===== src/rtl/fifo_pkt_reg.sv =====
// Register-array FIFO with packet commit/discard: written words stay hidden from
// the reader until the packet is committed; rejected or bad packets roll back.
module fifo_pkt_reg #(
  parameter int DATA_WIDTH       = 8,
  parameter int DATA_DEPTH       = 16,
  parameter int ALMOST_FULL_VAL  = 14,
  parameter int ALMOST_EMPTY_VAL = 2,
  parameter int FWFT             = 0,
  localparam int AW              = $clog2(DATA_DEPTH)
) (
  input  logic                  clk,
  input  logic                  rst,
  input  logic                  wr_dv,
  input  logic [DATA_WIDTH-1:0] wr_DATA,
  input  logic                  wr_commit,
  input  logic                  wr_discard,
  output logic                  wr_full,
  output logic                  wr_almost_full,
  output logic                  wr_overflow,
  input  logic                  rd_en,
  output logic [DATA_WIDTH-1:0] rd_DATA,
  output logic                  rd_valid,
  output logic                  rd_empty,
  output logic                  rd_almost_empty,
  output logic [AW:0]           rd_count,
  output logic                  rd_underflow
);

  localparam logic [AW:0] DEPTH_P = (AW+1)'(DATA_DEPTH);
  localparam logic [AW:0] AF_P    = (AW+1)'(ALMOST_FULL_VAL);
  localparam logic [AW:0] AE_P    = (AW+1)'(ALMOST_EMPTY_VAL);

  logic [DATA_WIDTH-1:0] mem [DATA_DEPTH];

  logic [AW:0] wr_ptr_q, wr_ptr_d;
  logic [AW:0] cm_ptr_q, cm_ptr_d;
  logic [AW:0] rd_ptr_q, rd_ptr_d;
  logic        pkt_err_q, pkt_err_d;
  logic        overflow_q, underflow_q;

  logic [AW:0] occupancy;
  logic [AW:0] wr_ptr_inc;
  logic        wr_accept, wr_reject, rd_accept;
  logic        discard_eff, commit_eff;

  assign occupancy       = wr_ptr_q - rd_ptr_q;
  assign rd_count        = cm_ptr_q - rd_ptr_q;
  assign wr_full         = (occupancy == DEPTH_P);
  assign wr_almost_full  = (occupancy >= AF_P);
  assign rd_empty        = (rd_count == '0);
  assign rd_almost_empty = (rd_count <= AE_P);
  assign wr_overflow     = overflow_q;
  assign rd_underflow    = underflow_q;

  assign wr_accept  = wr_dv && !wr_full;
  assign wr_reject  = wr_dv && wr_full;
  assign rd_accept  = rd_en && !rd_empty;
  assign wr_ptr_inc = wr_ptr_q + {{AW{1'b0}}, wr_accept};

  // A commit on a packet that lost a word (now or earlier) is turned into a discard.
  assign discard_eff = wr_discard || (wr_commit && (pkt_err_q || wr_reject));
  assign commit_eff  = wr_commit && !discard_eff;

  always_comb begin
    wr_ptr_d  = discard_eff ? cm_ptr_q : wr_ptr_inc;
    cm_ptr_d  = commit_eff ? wr_ptr_inc : cm_ptr_q;
    rd_ptr_d  = rd_ptr_q + {{AW{1'b0}}, rd_accept};
    pkt_err_d = (wr_commit || wr_discard) ? 1'b0 : (pkt_err_q || wr_reject);
  end

  always_ff @(posedge clk or negedge rst) begin
    if (!rst) begin
      wr_ptr_q    <= '0;
      cm_ptr_q    <= '0;
      rd_ptr_q    <= '0;
      pkt_err_q   <= 1'b0;
      overflow_q  <= 1'b0;
      underflow_q <= 1'b0;
    end else begin
      wr_ptr_q    <= wr_ptr_d;
      cm_ptr_q    <= cm_ptr_d;
      rd_ptr_q    <= rd_ptr_d;
      pkt_err_q   <= pkt_err_d;
      overflow_q  <= wr_reject;
      underflow_q <= rd_en && rd_empty;
    end
  end

  // The slot at wr_ptr is never unread data while not full, so a write that is
  // discarded in the same cycle can still land in the array harmlessly.
  always_ff @(posedge clk) begin
    if (wr_accept) mem[wr_ptr_q[AW-1:0]] <= wr_DATA;
  end

  if (FWFT != 0) begin : g_fwft
    assign rd_DATA  = rd_empty ? '0 : mem[rd_ptr_q[AW-1:0]];
    assign rd_valid = !rd_empty;
  end else begin : g_reg
    logic [DATA_WIDTH-1:0] rd_data_q;
    logic                  rd_valid_q;

    always_ff @(posedge clk or negedge rst) begin
      if (!rst) begin
        rd_data_q  <= '0;
        rd_valid_q <= 1'b0;
      end else begin
        rd_valid_q <= rd_accept;
        if (rd_accept) rd_data_q <= mem[rd_ptr_q[AW-1:0]];
      end
    end

    assign rd_DATA  = rd_data_q;
    assign rd_valid = rd_valid_q;
  end

endmodule


===== config.mk =====
export PLATFORM = sky130hd
export DESIGN_NAME = fifo_pkt_reg
export DESIGN_NICKNAME = d
export VERILOG_FILES = /design/src/rtl/fifo_pkt_reg.sv
export SDC_FILE = /design/constraint.sdc
export NUM_CORES = 1
export LEC_CHECK = 0
export CAP_MARGIN = 25
export CELL_PAD_IN_SITES_DETAIL_PLACEMENT = 1
export CELL_PAD_IN_SITES_GLOBAL_PLACEMENT = 2
export CORE_ASPECT_RATIO = 0.6
export CORE_MARGIN = 2
export CORE_UTILIZATION = 49
export DETAILED_ROUTE_END_ITERATION = 12
export PLACE_DENSITY_LB_ADDON = 0.2
export SYNTH_ARGS = -nofsm -noshare
export SYNTH_HDL_FRONTEND = slang
export SYNTH_SLANG_ARGS = --single-unit

===== constraint.sdc =====
create_clock -name clk -period 7.4 [get_ports clk]
set_input_delay 1.11 -clock clk [delete_from_list [all_inputs] [get_ports clk]]
set_output_delay 1.11 -clock clk [all_outputs]
set_load 0.1 [all_outputs]

==> out/results.txt <==
The flow ran to the end, and the final reports show no timing, DRC or antenna violations. The area overhead of the layout relative to synthesis came out at 20.2%. The wire length reported by the detailed router was 14800 µm.

The worst path needs 5270 ps of the cycle, external delays included. The clock reaches the later pin of the worst-skew pair after 420 ps. The met1 track demand over resource is 0.366. Gates resized during post-CTS repair numbered 0. The first TritonRoute pass finished after 5 iterations. The overall die width came out at 152 µm. The tools report the die footprint as 0.0141 mm².

Data on the critical path arrives at its endpoint at 4160 ps. The global-route track usage on met2 is 0.328, and the number of failing hold endpoints at the final stage is 0. The number of register bits inferred by synthesis was 155; the cell count after synthesis was 339. The post-synth design cell area was 0.00642 mm²; the largest clock skew in the final design was 14.3 ps.

Clock tree synthesis found a total of 155 sinks. For the post-synthesis net count, the log shows 367. After synthesis, the mean cell area works out to 18.9 µm². The share of final-layout standard cells stronger than drive strength 1 was 0.291; the number of fill cells in the layout was 1134.

The HPWL after detailed placement is 9770 µm. The floorplan step set the die height to 92.6 µm. Dividing the detail-routed via count by the number of cells gives 5.98. After detailed routing, the average wire length per cell comes to 25.3 µm. The logs give 22700 µm for the first-pass GRT wire length and 428 for the count of nets after finishing.

The floorplan step defined a core boundary enclosing 0.0128 mm². Routability-driven placement finished with a final weighted congestion of 0.746. The count of boundary I/O pins was 34. Buffers inserted to repair hold after CTS numbered 0. In this run the worst path has a maximum fanout of 34. The clock tree synthesis step divided the H-tree into 4 levels.

Setup violations remaining at the end of the flow were counted as 0. Summing over every cut layer, the via total after detailed routing is 3484. The tool flagged a number of max-cap violations equal to 0.

The run gives 0 ps as the sum of negative setup slack. Number of CTS-inserted buffers: 17. Initial cell density of the core: 0.501.

Critical path start-end classification: flip-flop to output port. Summed over all layers, the global routing overflow is 0. The total of buffers placed on input and output ports is 33, and the max-slew violation total from the final report is 0. In this run the most used layer during global routing was met1. By area the synthesized netlist is led by sky130_fd_sc_hd__edfxtp_1 60%, sky130_fd_sc_hd__mux4_2 11%, sky130_fd_sc_hd__dfrtp_1 11%, sky130_fd_sc_hd__mux2_2 3.2%, sky130_fd_sc_hd__ha_1 2.3%. At the pin with the least slew margin, the transition time is 1030 ps. Share of the synthesized area in the top cell type: 0.599. The class of the tightest hold or removal check is flip-flop to flip-flop.

Once detail routing completed, the nets flagged for antenna violations numbered 0. The portion of the clock cycle consumed by the worst path in the final layout is 0.712, and the number of antenna violations at the first check in global routing is 1. Traced cell by cell, the critical path runs through buf_4, ha_1, inv_1, fa_2, a21o_1, a21oi_4, xnor2_4, a2111oi_0, clkdlybuf4s50_1.

The endpoint type of the worst setup path is an output port. The largest individual stage delay along the critical path comes from the cell sky130_fd_sc_hd__clkdlybuf4s50_1. The count of antenna diodes in the layout is 0. Type of origin of the critical path: a flip-flop. The largest area contributor in the netlist was sky130_fd_sc_hd__edfxtp_1. After clock tree synthesis, the setup repair step added 0 buffers.

Highest attainable clock frequency: 190 MHz. The cell row count is 32, and the maximum number of pins on one net before global-route repair is 36. Synthesis instantiated 36 different standard cells from the library. Setup repair after global routing left no endpoint under its margin.

Data on the critical path is required at its endpoint by 6290 ps. Yosys printed 0 warnings. The DRC violations left came out at 0.

The number of global-route vias before repair is 3639. The cell chosen for the clock root is sky130_fd_sc_hd__clkbuf_16. Final hold analysis gives a worst-case slack of 506 ps.

TritonCTS built the clock tree. Clock-pin slew was measured on the worst setup and hold paths at 70 ps. The utilization after layout was 0.602. The number of DRC markers in iteration 0 came out at 180.

The global router's overall resource usage is 0.234, and the headroom to the max-slew limit is 0.309. The tools report the share of the yosys chip area belonging to registers as 0.704. No sink is reached through more buffers than the 2 on the longest clock path. On the worst path, the slowest cell contributes a delay of 1210 ps. The run gives 0.0542 as the routing usage on met3.
[sequential cells by signal (all words and copies together) (netlist names), 5 cells and up]
name      count
mem         128
rd_DATA       8
cm_ptr_q      5
rd_ptr_q      5
wr_ptr_q      5
[final timing paths]
check,slack (ps),end,start,cells after the start
min in group asynchronous,1070,pkt_err_q$_DFF_PN0_,rst,2
max in group asynchronous,6020,rd_ptr_q[0]$_DFF_PN0_,rst,2
max reg2reg,3210,cm_ptr_q[4]$_DFFE_PN0P_,rd_ptr_q[1]$_DFF_PN0_,13
max,2130,rd_almost_empty,rd_ptr_q[0]$_DFF_PN0_,9
min reg2reg,510,rd_DATA[7]$_DFFE_PN0P_,rd_DATA[7]$_DFFE_PN0P_,1
min,510,rd_DATA[7]$_DFFE_PN0P_,rd_DATA[7]$_DFFE_PN0P_,1
[layout by cell type (no fill, tap or decap), types with 4 or more instances in the layout]
master and instances:
sky130_fd_sc_hd__edfxtp_1 128, sky130_fd_sc_hd__mux4_2 32, sky130_fd_sc_hd__xor2_1 5, sky130_fd_sc_hd__nand3_1 4, sky130_fd_sc_hd__nand2b_1 6, sky130_fd_sc_hd__nand2_1 12
sky130_fd_sc_hd__clkbuf_16 17, sky130_fd_sc_hd__nor3_1 10, sky130_fd_sc_hd__dfrtp_1 26, sky130_fd_sc_hd__buf_4 18, sky130_fd_sc_hd__inv_1 10, sky130_fd_sc_hd__nor2_1 7
sky130_fd_sc_hd__a21oi_1 4, sky130_fd_sc_hd__inv_6 5, sky130_fd_sc_hd__mux2_2 18, sky130_fd_sc_hd__clkdlybuf4s50_1 33, sky130_fd_sc_hd__ha_1 12, sky130_fd_sc_hd__nor4_2 4
sky130_fd_sc_hd__xnor2_1 5, sky130_fd_sc_hd__a22oi_1 16
[critical path: cells and delay by family, from the launching register on]
kind            cells  cell delay, ps
compound gates      3             770
fa+ha+maj           2             650
buf+inv             3            1800
flops               1             370
xor+xnor            1             100
[cell type report]
class                           count  area (µm²)  area share
Tap cell                          170         213      0.0276
Inverter                           11        48.8     0.00633
Clock inverter                     15         164      0.0213
Timing Repair Buffer               54         480      0.0623
Sequential cell                   155        4520       0.586
Clock buffer                       17         425      0.0552
Multi-Input combinational cell    161        1860       0.241
[synthesized netlist by cell type (all sizes together)]
library cell and instances:
and3 1, fa 2, nand4 1, o21ai 2, mux4 32, dfrtp 27
a21oi 5, a21o 3, a2111oi 3, and2 2, ha 12, clkbuf 7
mux2 18, or4 1, nand2b 6, xor2 6, nor3 10, a22oi 16
or3 1, nor2 7, or3b 1, buf 5, and3b 1, o41ai 1
a31oi 1, xnor2 6, nand2 12, nand3 4, inv 11, edfxtp 128
nor4 7
[cells by family after synthesis]
family	after synthesis	synth area share
xor gates and xnor gates	12	0.0164
buffers and inverters	23	0.0158
DFF	155	0.704
muxes	50	0.144
and+or+nand+nor	54	0.0445
adders and majority gates	14	0.0296
AOI/OAI and AO/OA	31	0.0454
[through the flow]
stage / setup WS, ps / std cells / cell area [µm²]
after floorplan: -180 / 339 / 6490
after global placement: 2560 / 548 / 7110
after detailed placement: 2530 / 550 / 7120
after CTS: 2070 / 582 / 7710
after global routing: 1780 / 583 / 7710
final: 2130 / 583 / 7710
[metal layers]
metal,vias up,wire [µm]
li1,1495,-
met1,1847,7160
met2,125,6610
met3,17,817
met4,0,176
met5,-,0
Power is not shown: default switching activity piles up to over one toggle a cycle in this logic, so the estimate is an artifact.
